===== src/rtl/time_mode_ctrl.sv =====
// Stopwatch/watch timekeeping and FND display source selection.
// Ports: clk, reset (sync, active-high), btn_run_stop/btn_clear/btn_mode/
// btn_disp (1-cycle pulses) -> fnd_in_data[23:0] {hh,mm,ss,cc},
// sel_display, mode, sw_state[1:0]. Optional: `define SPLIT_EN.
module time_mode_ctrl #(
  parameter int TICK_DIV        = 1_000_000,
  parameter int WATCH_INIT_HOUR = 12
) (
  input  logic        clk,
  input  logic        reset,
  input  logic        btn_run_stop,
  input  logic        btn_clear,
  input  logic        btn_mode,
  input  logic        btn_disp,
  output logic [23:0] fnd_in_data,
  output logic        sel_display,
  output logic        mode,
  output logic [1:0]  sw_state
);

  localparam int DW = $clog2(TICK_DIV);

  typedef enum logic [1:0] {
    IDLE = 2'b00,
    RUN  = 2'b01,
    STOP = 2'b10
  } sw_st_t;

  // Packed {hour[4:0], min[5:0], sec[5:0], csec[6:0]} increment.
  // All carries ripple within the same call.
  function automatic logic [23:0] tc_inc(
    input logic [23:0] t
  );
    logic [4:0] h;
    logic [5:0] m;
    logic [5:0] s;
    logic [6:0] c;
    {h, m, s, c} = t;
    if (c == 7'd99) begin
      c = 7'd0;
      if (s == 6'd59) begin
        s = 6'd0;
        if (m == 6'd59) begin
          m = 6'd0;
          h = (h == 5'd23) ? 5'd0 : h + 5'd1;
        end else begin
          m = m + 6'd1;
        end
      end else begin
        s = s + 6'd1;
      end
    end else begin
      c = c + 7'd1;
    end
    return {h, m, s, c};
  endfunction

  logic [DW-1:0] div_cnt;
  logic          tick;
  logic [23:0]   watch;
  logic [23:0]   sw_cnt;
  logic [23:0]   sw_disp;
  sw_st_t        state;
  logic          rs;
  logic          clr;

  assign tick = (div_cnt == DW'(TICK_DIV - 1));

  // Stopwatch buttons only act in stopwatch mode; run/stop beats clear.
  assign rs  = btn_run_stop & ~mode;
  assign clr = btn_clear & ~mode & ~btn_run_stop;

  always_ff @(posedge clk) begin
    if (reset) begin
      div_cnt <= '0;
    end else if (tick) begin
      div_cnt <= '0;
    end else begin
      div_cnt <= div_cnt + DW'(1);
    end
  end

  always_ff @(posedge clk) begin
    if (reset) begin
      watch <= {5'(WATCH_INIT_HOUR), 19'd0};
    end else if (tick) begin
      watch <= tc_inc(watch);
    end
  end

  // Pre-edge state decides whether a coincident tick counts.
  always_ff @(posedge clk) begin
    if (reset) begin
      state  <= IDLE;
      sw_cnt <= '0;
    end else begin
      unique case (state)
        IDLE: begin
          sw_cnt <= '0;
          if (rs) state <= RUN;
        end
        RUN: begin
          if (tick) sw_cnt <= tc_inc(sw_cnt);
          if (rs) state <= STOP;
        end
        STOP: begin
          if (rs) begin
            state <= RUN;
          end else if (clr) begin
            state  <= IDLE;
            sw_cnt <= '0;
          end
        end
        default: begin
          state  <= IDLE;
          sw_cnt <= '0;
        end
      endcase
    end
  end

`ifdef SPLIT_EN
  logic        split_hold;
  logic [23:0] split_snap;

  // Snapshot takes the pre-increment value on a coincident tick.
  always_ff @(posedge clk) begin
    if (reset) begin
      split_hold <= 1'b0;
      split_snap <= '0;
    end else if (state != RUN || rs) begin
      split_hold <= 1'b0;
    end else if (clr) begin
      split_hold <= ~split_hold;
      if (!split_hold) split_snap <= sw_cnt;
    end
  end

  assign sw_disp = split_hold ? split_snap : sw_cnt;
`else
  assign sw_disp = sw_cnt;
`endif

  always_ff @(posedge clk) begin
    if (reset) begin
      fnd_in_data <= '0;
      sel_display <= 1'b0;
      mode        <= 1'b0;
    end else begin
      fnd_in_data <= mode ? watch : sw_disp;
      if (btn_disp) sel_display <= ~sel_display;
      if (btn_mode) mode <= ~mode;
    end
  end

  assign sw_state = state;

endmodule

===== config.mk =====
export PLATFORM = sky130hd
export DESIGN_NAME = time_mode_ctrl
export DESIGN_NICKNAME = d
export VERILOG_FILES = /design/src/rtl/time_mode_ctrl.sv
export SDC_FILE = /design/constraint.sdc
export NUM_CORES = 1
export LEC_CHECK = 0
export CAP_MARGIN = 5
export CORE_MARGIN = 2
export CORE_UTILIZATION = 60
export CTS_BUF_LIST = sky130_fd_sc_hd__clkbuf_4
export CTS_CLUSTER_DIAMETER = 200
export DETAILED_ROUTE_END_ITERATION = 10
export PLACE_DENSITY = 0.86
export SETUP_SLACK_MARGIN = 0.1
export SKIP_LAST_GASP = 1
export SYNTH_ARGS = -nofsm -noshare
export SYNTH_HDL_FRONTEND = slang
export SYNTH_SLANG_ARGS = --single-unit

===== constraint.sdc =====
create_clock -name clk -period 2.8 [get_ports clk]
set_input_delay 0.56 -clock clk [delete_from_list [all_inputs] [get_ports clk]]
set_output_delay 0.56 -clock clk [all_outputs]
set_load 0.005 [all_outputs]

==> impl_results.md <==
- Outcome: finished clean
- Mapped cell area: 0.00449 sq mm
- RSZ-0062 raised after global routing: false
- Grt met2 use: 40.0%
- Worst-margin pin slew: 0.890 ns
- Placed Instances: 643
- Post-Route WL: 9800 um
- Chip Height: 90.5 um
- I/O Pins: 34
- Top post-synthesis cells by area: dfxtp_1, mux2i_1, nor2_1
- Die X: 90.5 um
- Non-filler cells in the finished layout: 659
- TritonCTS clock tree: built
- CP max FO: 20
- FFs w/ async S/R, synth: 0%
- Die area: 0.00819 sq mm
- Total of max-cap violations: 0
- Place WS: 0.340 ns
- CTS sink count: 96
- Fin nets: 570
- Synth Flop Type: dfxtp_1
- Leakage Power: 1.72 nW
- Post-synth top cells: dfxtp_1, nor2_1, nand3_1
- First-pass DRT Iterations: 5
- GR Layer Usage met3: 6.18%
- Synthesized flop and latch total: 96
- Vias: 3909
- Critical R2R Launch: div_cnt[6]$_SDFF_PP0_
- # setup viols final: 0
- Fin Clk Skew: 0.0192 ns
- CTS clk-pin slew, worst paths: 0.14 ns
- Tot GR Track Use: 24.9%
- Most frequent cell after synthesis: dfxtp_1
- Mean Syn Cell Area: 8.69 sq um
- Slowest cell on crit path: or4b_1
- CP startpoint kind: flip-flop
- Drt drc: 0
- Final hold slack: 0.463 ns
- Setup CP Type: flip-flop to flip-flop
- Vias in the first global route: 3705
- Dpl hpwl: 7090 um
- Worst-Skew Late Latency: 0.44 ns
- Rel. slew slack: 40.1%
- Number of flops mapped to enable cells by yosys: 0
- Detailed-route wire length per cell: 14.9 um
- Critical path buffer and inverter count: 0
- Unique masters post-synth: 54
- R2R Path End: div_cnt[16]$_SDFF_PP0_
- P per Cell Area: 431 mW/mm^2
- F_max: 412 MHz
- Placer's final routability congestion estimate: 0.914
- CTS Buffer Depth: 2
- Hold/Removal Path Class: flip-flop to flip-flop
- Worst setup EP type: flip-flop
- Initial drt markers: 353
- H-tree levels: 3
- Cts hold-fix bufs: 0
- Sequential area share after synthesis: 42.8%
- Ant. Diodes: 0
- Yosys top cell by area: dfxtp_1
- Area delta synth->final: 13.1%
- Pwr Total: 2.19 mW
- Final Hold Viols: 0
- Hold path start: div_cnt[0]$_SDFF_PP0_
- First-pass GRT wire length: 16900 um
- CTS Buf Count: 9
- Initial antenna violation count: 0
- Hold Path Sink: div_cnt[0]$_SDFF_PP0_
- Gate count of the mapped netlist: 517
- WP data arrival: 2.75 ns
- Post_cts resized: 0
- Post-CTS Setup Bufs: 0
- Largest net degree at the start of global routing: 38
- Reg2reg setup slack: 0.37 ns
- WHS Path Cells: 1
- Vias per cell: 5.93
- CTS Root Cell: clkbuf_4
- Core area: 0.00725 sq mm
- IR drop worst, VDD: 0.335 mV
- Synth warn: 0
- Final period utilization: 86.8%
- Number of port buffers: 33
- Worst Path Required: 3.12 ns
- Starting Density: 61.9%
- Crit path cell chain: or4b_1 > nor4_2 > and2_1 > or2_2 > nor2_1
- Grt met1 use: 33.2%
- Grt ovf: 0
- Busiest grt layer: met2
- CP top delay family: simple AND/OR/NAND/NOR gates
- Slowest stage delay, CP: 0.57 ns
- Final slew viol count: 0
- Synth top area share: 42.8%
- Cell Rows: 31
- Mapped Nets: 532
- Tmin final: 2.43 ns
- Worst Reg-to-Reg Cells: 5
- Share of cells above drive strength 1: 7.68%
- Setup tns final: 0 ns
- Final WS setup: 0.370 ns
- Routed Antenna Nets: 0
-- cell usage in the layout, fill, tap and decap left out, types with 10 or more instances in the layout --
master	n
inv_1	12
nor3_1	12
nand3_1	39
mux2i_1	27
clkbuf_4	10
nand4_1	12
buf_4	13
o21ai_0	22
nor2_1	65
o21ai_1	11
dfxtp_1	96
xnor2_1	10
xor2_1	16
a21oi_1	27
clkdlybuf4s50_1	32
nand2_1	32
-- cells by family (layout without fill, tap and decap cells) --
family	after synthesis	after routing	share of synthesized area [%]
AOI/OAI and AO/OA	96	96	12.9
adders and majority gates	9	9	2.51
and+or+nand+nor	231	231	27.9
muxes	27	27	6.02
buffers and inverters	32	75	2.84
xor gates and xnor gates	26	26	5.07
DFF	96	96	42.8
-- stage by stage --
stage | util [%] | area, sq um
floorplan | - | 4490
global route | 70.0 | 5080
detailed placement | 68.4 | 4960
global placement | 68.4 | 4960
finish | 70.0 | 5080
CTS | 70.0 | 5080
-- worst max-delay path by stage --
stage | from | end | slack, ns | cells after the start
floorplan | div_cnt[7]$_SDFF_PP0_ | watch[23]$_SDFFE_PP0P_ | 0.65 | 6
global placement | btn_clear | sw_cnt[20]$_SDFFE_PP0P_ | 0.39 | 6
detailed placement | btn_clear | sw_cnt[20]$_SDFFE_PP0P_ | 0.34 | 6
CTS | div_cnt[6]$_SDFF_PP0_ | div_cnt[16]$_SDFF_PP0_ | 0.36 | 5
global route | watch[14]$_SDFFE_PP0P_ | watch[22]$_SDFFE_PP1P_ | 0.18 | 6
finish | div_cnt[6]$_SDFF_PP0_ | div_cnt[16]$_SDFF_PP0_ | 0.37 | 5
-- layout make-up --
type	instances	area [sq um]
well taps	99	124
flip-flops and latches	96	1920
fillers	587	2170
clock inverters	6	43.8
multi-input cells	389	2440
clock buffers	10	75.1
inverters	13	48.8
repair buffers	46	423
-- layer usage --
layer | up-vias | routed length (um)
met5 | - | 0
met4 | 0 | 109
met1 | 1843 | 4570
li1 | 1942 | -
met3 | 12 | 644
met2 | 112 | 4470
-- flip-flops by register name, indices dropped and copies added, names as in the netlist --
name and flops:
mode 1, fnd_in_data 24, sw_state 2, sel_display 1, div_cnt 20, watch 24
sw_cnt 24
-- report_power, final --
group,switching (mW),leakage (nW),total (mW),internal (mW)
combinational,0.0853,0.877,0.147,0.0617
sequential,0.0112,0.775,1.39,1.38
clock,0.455,0.0667,0.651,0.196
Note: power is estimated with default switching activity, not from simulation.
